## config.mk

```make
export PLATFORM = sky130hd
export DESIGN_NAME = alu_arbiter
export DESIGN_NICKNAME = d
export VERILOG_FILES = /design/src/rtl/alu_arbiter.sv
export SDC_FILE = /design/constraint.sdc
export NUM_CORES = 1
export LEC_CHECK = 0
export ABC_AREA = 1
export BUFFER_PORTS_ARGS = -buffer_cell sky130_fd_sc_hd__buf_4
export CAP_MARGIN = 20
export CORE_AREA = 2 2 109 111
export CTS_BUF_LIST = sky130_fd_sc_hd__clkbuf_16
export DETAILED_ROUTE_END_ITERATION = 12
export DIE_AREA = 0 0 111 113
export HOLD_SLACK_MARGIN = 0.15
export SLEW_MARGIN = 10
export SYNTH_ARGS = -nofsm -noshare
export SYNTH_HDL_FRONTEND = slang
export SYNTH_SLANG_ARGS = --single-unit
```

## constraint.sdc

```tcl
create_clock -name CLK -period 1.2 [get_ports CLK]
set_input_delay 0 -clock CLK [delete_from_list [all_inputs] [get_ports CLK]]
set_output_delay 0 -clock CLK [all_outputs]
set_load 0.05 [all_outputs]
```

## src/rtl/alu_arbiter.sv

```systemverilog
// alu_arbiter
// Shares one external combinational ALU between two requesters. Grants are
// combinational and one-hot-or-zero; the result and flags of a granted
// operation are captured on the next posedge together with a per-requester
// valid strobe, so every accepted operation responds exactly one cycle later.
//
// Parameters
//   PRIO_MODE     1 = round-robin between ties, 0 = requester 0 wins ties
//                 unless requester 1 has lost STARVE_LIMIT cycles in a row
//   STARVE_LIMIT  lost-cycle count at which requester 1 is forced through
//
// Ports
//   CLK, RST                      clock, async active-high reset
//   stall                         freezes all state and blocks grants
//   req0/req1                     operation requests
//   port_a0/b0, port_a1/b1        operands of each requester
//   alu_op0/alu_op1               opcodes of each requester
//   gnt0/gnt1                     combinational accept strobes
//   rsp_valid0/rsp_valid1         registered result valid per requester
//   rsp_o, rsp_v, rsp_n, rsp_z    registered result and flags
//   alu_port_a/b, alu_alu_op      operands and opcode sent to the ALU
//   alu_port_o, alu_*_flag        result and flags returned by the ALU
module alu_arbiter #(
  parameter int PRIO_MODE    = 1,
  parameter int STARVE_LIMIT = 4
) (
  input  logic        CLK,
  input  logic        RST,
  input  logic        stall,
  input  logic        req0,
  input  logic        req1,
  input  logic [31:0] port_a0,
  input  logic [31:0] port_b0,
  input  logic [31:0] port_a1,
  input  logic [31:0] port_b1,
  input  logic [3:0]  alu_op0,
  input  logic [3:0]  alu_op1,
  output logic        gnt0,
  output logic        gnt1,
  output logic        rsp_valid0,
  output logic        rsp_valid1,
  output logic [31:0] rsp_o,
  output logic        rsp_v,
  output logic        rsp_n,
  output logic        rsp_z,
  output logic [31:0] alu_port_a,
  output logic [31:0] alu_port_b,
  output logic [3:0]  alu_alu_op,
  input  logic [31:0] alu_port_o,
  input  logic        alu_v_flag,
  input  logic        alu_n_flag,
  input  logic        alu_z_flag
);

  // A limit of zero would give a zero-width counter, so keep at least one bit.
  localparam int WAIT_W = (STARVE_LIMIT < 1) ? 1 : $clog2(STARVE_LIMIT + 1);
  localparam logic [WAIT_W-1:0] STARVE_MAX = WAIT_W'(STARVE_LIMIT);

  logic              lastWinner_q, lastWinner_d;
  logic [WAIT_W-1:0] wait1_q, wait1_d;
  logic              rspValid0_q, rspValid0_d;
  logic              rspValid1_q, rspValid1_d;
  logic [31:0]       rspData_q, rspData_d;
  logic              rspV_q, rspV_d;
  logic              rspN_q, rspN_d;
  logic              rspZ_q, rspZ_d;
  logic              grant0, grant1;

  // Grant decision. A lone request always wins; a tie is resolved either by
  // alternating against the last winner or by fixed priority with the
  // starvation override for requester 1. Reset and stall block every grant.
  always_comb begin
    grant0 = 1'b0;
    grant1 = 1'b0;
    if (!stall && !RST) begin
      if (req0 && !req1) begin
        grant0 = 1'b1;
      end else if (req1 && !req0) begin
        grant1 = 1'b1;
      end else if (req0 && req1) begin
        if (PRIO_MODE != 0) begin
          grant0 = lastWinner_q;
          grant1 = !lastWinner_q;
        end else if (wait1_q == STARVE_MAX) begin
          grant1 = 1'b1;
        end else begin
          grant0 = 1'b1;
        end
      end
    end
  end

  assign gnt0 = grant0;
  assign gnt1 = grant1;

  // Steer the winner's operands to the shared ALU; idle cycles drive zeros
  // so the ALU inputs do not toggle with an ungranted requester.
  always_comb begin
    alu_port_a = 32'd0;
    alu_port_b = 32'd0;
    alu_alu_op = 4'd0;
    if (grant0) begin
      alu_port_a = port_a0;
      alu_port_b = port_b0;
      alu_alu_op = alu_op0;
    end else if (grant1) begin
      alu_port_a = port_a1;
      alu_port_b = port_b1;
      alu_alu_op = alu_op1;
    end
  end

  // Next-state logic. Everything holds under stall, which lets a pending
  // response survive the freeze. An idle cycle drops the valids but keeps
  // the last result visible. lastWinner stores the index of the winner.
  always_comb begin
    lastWinner_d = lastWinner_q;
    wait1_d      = wait1_q;
    rspValid0_d  = rspValid0_q;
    rspValid1_d  = rspValid1_q;
    rspData_d    = rspData_q;
    rspV_d       = rspV_q;
    rspN_d       = rspN_q;
    rspZ_d       = rspZ_q;
    if (!stall) begin
      if (grant0 || grant1) begin
        rspValid0_d  = grant0;
        rspValid1_d  = grant1;
        rspData_d    = alu_port_o;
        rspV_d       = alu_v_flag;
        rspN_d       = alu_n_flag;
        rspZ_d       = alu_z_flag;
        lastWinner_d = grant1;
      end else begin
        rspValid0_d = 1'b0;
        rspValid1_d = 1'b0;
      end
      // Requester 1 starvation count saturates at the limit.
      if (grant1 || !req1) begin
        wait1_d = '0;
      end else if (wait1_q != STARVE_MAX) begin
        wait1_d = wait1_q + WAIT_W'(1);
      end
    end
  end

  // State registers; reset makes requester 0 the winner of the first tie.
  always_ff @(posedge CLK or posedge RST) begin
    if (RST) begin
      lastWinner_q <= 1'b1;
      wait1_q      <= '0;
      rspValid0_q  <= 1'b0;
      rspValid1_q  <= 1'b0;
      rspData_q    <= 32'd0;
      rspV_q       <= 1'b0;
      rspN_q       <= 1'b0;
      rspZ_q       <= 1'b0;
    end else begin
      lastWinner_q <= lastWinner_d;
      wait1_q      <= wait1_d;
      rspValid0_q  <= rspValid0_d;
      rspValid1_q  <= rspValid1_d;
      rspData_q    <= rspData_d;
      rspV_q       <= rspV_d;
      rspN_q       <= rspN_d;
      rspZ_q       <= rspZ_d;
    end
  end

  assign rsp_valid0 = rspValid0_q;
  assign rsp_valid1 = rspValid1_q;
  assign rsp_o      = rspData_q;
  assign rsp_v      = rspV_q;
  assign rsp_n      = rspN_q;
  assign rsp_z      = rspZ_q;

endmodule
```

Word level (Yosys, flattened, before mapping)

Index checks and enable logic that the tools add are counted.

Output and inout bits: 107
Flip-flop bits (word level): 38

Mux-type cells: 16
Bitwise operators: 1
Reduce and logical (&&, ||, !) cells: 11

Operator list:

| operator            | number |
|---|---|
| 32-bit two-way mux  | 4 |
| 1-bit two-way mux   | 10 |
| 4-bit two-way mux   | 2 |
| 1-bit logical NOT   | 5 |
| 1-bit logical AND   | 4 |
| 2-bit AND reduction | 1 |
| 1-bit logical OR    | 1 |
| 1-bit inverter      | 1 |

Longest topological paths before layout

Depth after elaboration: 7
Mapped depth: 6

Least setup slack after synthesis

OpenSTA, ideal clock, no wires.

Path kind: reg-to-output
Start: reg lastWinner_q
End: out alu_port_a[20]
Stages on the path, launching flop included: 7
Arrival time: 1.331 ns
Buffers on the path: 2
Slack: -0.131 ns
Cells stage by stage: dfstp_2 > inv_2 > nand2_2 > buf_6 > buf_4 > nand4_1 > nand2_1

Longest elaborated chain between the ends: 7

RTL lines:

| what                     | line | source |
|---|---|---|
| start: declaration       | 59   | `logic lastWinner_q, lastWinner_d;` |
| start signal: assignment | 159  | `lastWinner_q <= lastWinner_d;` |
| 1-bit logical NOT        | 83   | `grant1 = !lastWinner_q;` |
| 1-bit two-way mux        | 80   | `end else if (req0 && req1) begin` |
| 1-bit two-way mux        | 78   | `end else if (req1 && !req0) begin` |
| 1-bit two-way mux        | 76   | `if (req0 && !req1) begin` |
| 1-bit two-way mux        | 75   | `if (!stall && !RST) begin` |
| 32-bit two-way mux       | 106  | `end else if (grant1) begin` |
| 32-bit two-way mux (*)   | 102  | `if (grant0) begin` |
| end: declaration         | 46   | `output logic [31:0] alu_port_a,` |

Every way passes the cells marked *; elsewhere a longest branch is shown, timed or not.

Final worst setup path

Start: reg lastWinner_q
End: out alu_port_a[3]

Same word-level chain as after synthesis.

==> flow_metrics.env <==
export IMPL_outcome="complete, but fails checks"
export IMPL_violations="setup timing"
export IMPL_cap_violations=0
export IMPL_place_port_buffers=282
export IMPL_grt_ovfl_total=0
export IMPL_dieArea_um2=12500
export IMPL_die_x_um=111
export IMPL_clockRootBuffer="clkbuf_16"
export IMPL_max_freq_ghz=0.626
export IMPL_clkSlewWorstSetupHoldPaths_ns=0.06
export IMPL_critPathCaptureType="output pin"
export IMPL_p_per_area_nw_per_um2=977
export IMPL_synth_distinct_cells=16
export IMPL_start_util=0.278
export IMPL_max_stage_delay_ns=0.55
export IMPL_synthCells=423
export IMPL_synth_top_area_frac=0.295
export IMPL_yosysSeqAreaShare=0.304
export IMPL_worstPathArrival_ns=1.60
export IMPL_worstSetupPathType="flop to output pin"
export IMPL_yosysWarnings=0
export IMPL_clk_latency_ns=0.28
export IMPL_grt_start_max_net_pins=105
export IMPL_hold_class="primary input to flop"
export IMPL_cts_max_level=2
export IMPL_cts_inserted_buffers=5
export IMPL_wl_per_cell_um=17.7
export IMPL_start_kind="flop"
export IMPL_synthFlopType="dfrtp_1"
export IMPL_synthTopCellsByArea="dfrtp_1, nand4_1, nand2_1"
export IMPL_timing_reg2reg_setup_slack_ns=0.02
export IMPL_async_reset_ff_frac=1.00
export IMPL_cp_required_ns=1.20
export IMPL_clock_sinks=38
export IMPL_vias_per_cell=5.34
export IMPL_final_nets=889
export IMPL_drt_initial_drc_count=434
export IMPL_worst_pin_slew_ns=0.957
export IMPL_gp_congestion=0.960
export IMPL_pin_count=283
export IMPL_cp_top_family="flip-flops"
export IMPL_grt_setup_unrepaired="true"
export IMPL_slowest_stage="dfstp_2"
export IMPL_final_area_um2=6570
export IMPL_drcViolationCount=0
export IMPL_relSlewSlack=0.360
export IMPL_grt_usage=0.230
export IMPL_avgSynthCellArea_um2=7.41
export IMPL_fin_crit_sh=1.33
export IMPL_clk_path_buf_depth=2
export IMPL_drv_slew=0
export IMPL_vias=4576
export IMPL_core_area_um2=11300
export IMPL_setup_ws_ns=-0.398
export IMPL_finalNonFillerCells=857
export IMPL_cts_tree="yes"
export IMPL_grt_pass1_wl_um=23700
export IMPL_dr_pass1_iters=4
export IMPL_synth_top_area_cell="dfrtp_1"
export IMPL_synth_area_um2=3130
export IMPL_ant_nets=0
export IMPL_hold_viol_final=0
export IMPL_dp_cells=808
export IMPL_post_route_min_period_ns=1.60
export IMPL_critPathBufInv=2
export IMPL_grt_pass1_vias=4598
export IMPL_chipHeight_um=113
export IMPL_fillers=989
export IMPL_setup_viol=70
export IMPL_grt_antenna_before_repair=1
export IMPL_syn2layout_area_growth_pct=110
export IMPL_vdd_drop_max_uv=1030
export IMPL_synth_enable_flop_cells=0
export IMPL_wirelength_um=15200
export IMPL_finClkSkew_ns=0.00159
export IMPL_ys_seq_elements=38
export IMPL_power_leakage_nw=3.29
export IMPL_path_common_cell="nand2_2"
export IMPL_dp_hpwl_um=10100
export IMPL_layout_drive_gt1_share=0.533
export IMPL_synth_most_common_cell="nand2_1"
export IMPL_worstPathMaxFanout=42
export IMPL_worstPathCellList="nand2_2, buf_12, nand4_1, nand2_2, buf_6"
export IMPL_syn_nets=599
export IMPL_place_area_um2=5460
export IMPL_synth_common_cells="nand2_1, nand4_1, dfrtp_1"
export IMPL_rows=39
[registers in the layout, summed over array words and instances, names as in the netlist]
register / count
rsp_z: 1
rsp_v: 1
rsp_n: 1
rsp_valid0: 1
rsp_o: 32
rsp_valid1: 1
lastWinner_q: 1
[layout make-up]
class                   instances  area (um^2)  area share
inverters                       4         15.0     0.00229
clock buffers                   5          125      0.0191
repair buffers                343         3340       0.509
well taps                     143          179      0.0272
clock inverters                 2         33.8     0.00514
diodes                          1         2.50    0.000381
multi-input cells             321         1920       0.292
flip-flops and latches         38          952       0.145
[logic make-up (layout without fill, tap and decap cells)]
family | after synthesis | after routing | synth area share
flip-flops | 38 | 38 | 0.304
buffers and inverters | 64 | 354 | 0.152
other | 0 | 1 | 0
AND/OR/NAND/NOR | 285 | 285 | 0.455
AO/OA/AOI/OAI | 36 | 36 | 0.0890
[path summary, 6_finish.rpt]
path | from | to | cells after the start
setup / recovery | lastWinner_q$_DFFE_PP1P_ | alu_port_a[3] | 5
hold / removal | RST | rsp_o[11]$_DFFE_PP0P_ | 5
setup reg to reg | lastWinner_q$_DFFE_PP1P_ | rsp_valid1$_DFFE_PP0N_ | 4
hold reg to reg | rsp_o[16]$_DFFE_PP0P_ | rsp_o[16]$_DFFE_PP0P_ | 2
max in group asynchronous | RST | rsp_v$_DFFE_PP0P_ | 4
min in group asynchronous | RST | rsp_o[15]$_DFFE_PP0P_ | 4
[metrics by stage]
step | total power, mW | setup slack, ns | hold slack (ns) | util | TNS, ns
after floorplan | 3.44 | -0.0272 | 0.113 | - | -0.0906
after CTS | 6.40 | -0.387 | 0.226 | 0.576 | -23.77
after global routing | 6.68 | -0.462 | 0.257 | 0.583 | -28.98
after detailed placement | 4.57 | -0.159 | 0.0748 | 0.485 | -7.04
final | 6.42 | -0.398 | 0.234 | 0.583 | -23.70
after global placement | 4.55 | -0.102 | 0.0642 | 0.485 | -5.20
[power breakdown]
group | total [mW] | leakage (nW) | switching (mW) | internal (mW)
sequential | 1.59 | 0.472 | 0.114 | 1.48
clock | 1.47 | 0.0773 | 0.510 | 0.962
combinational | 3.35 | 2.74 | 2.02 | 1.33
[routing by layer]
metal,GRT usage,routed length (um),share of wire,vias up
li1,-,-,-,2150
met1,0.260,5600,0.37,2150
met2,0.414,7940,0.52,231
met3,0.0578,1100,0.073,45
met4,0.0967,567,0.037,0
met5,0,0,0,-
[repair_timing]
action / in CTS / in global routing
setup buffers: 0 / 1
pin swaps: 1 / 5
setup endpoints to repair: 70 / 72
hold endpoints to repair: 75 / 0
cloned: 2 / 1
hold buffers: 37 / 0
gates resized for setup: 118 / 9
[tightest hold or removal path: cells and delay by family]
kind	cells	cell delay, ns
buffers and inverters	2	0.27
AO/OA/AOI/OAI	1	0.10
AND/OR/NAND/NOR	2	0.09
[cells in the final DEF, fill, tap and decap left out, types with 2 or more instances in the layout]
master         Yosys  final
buf_12             0     13
buf_16             0      2
buf_4              4    221
buf_6             24     17
buf_8              1     52
clkbuf_16          0      6
dfrtp_1           37     37
dlygate4sd3_1      0     37
inv_1              3      2
inv_2              1      2
nand2_1          144     84
nand2_2            2     52
nand2_4            0      9
nand4_1          136    136
o211ai_1          35     35
(Power assumes the default switching activity.)
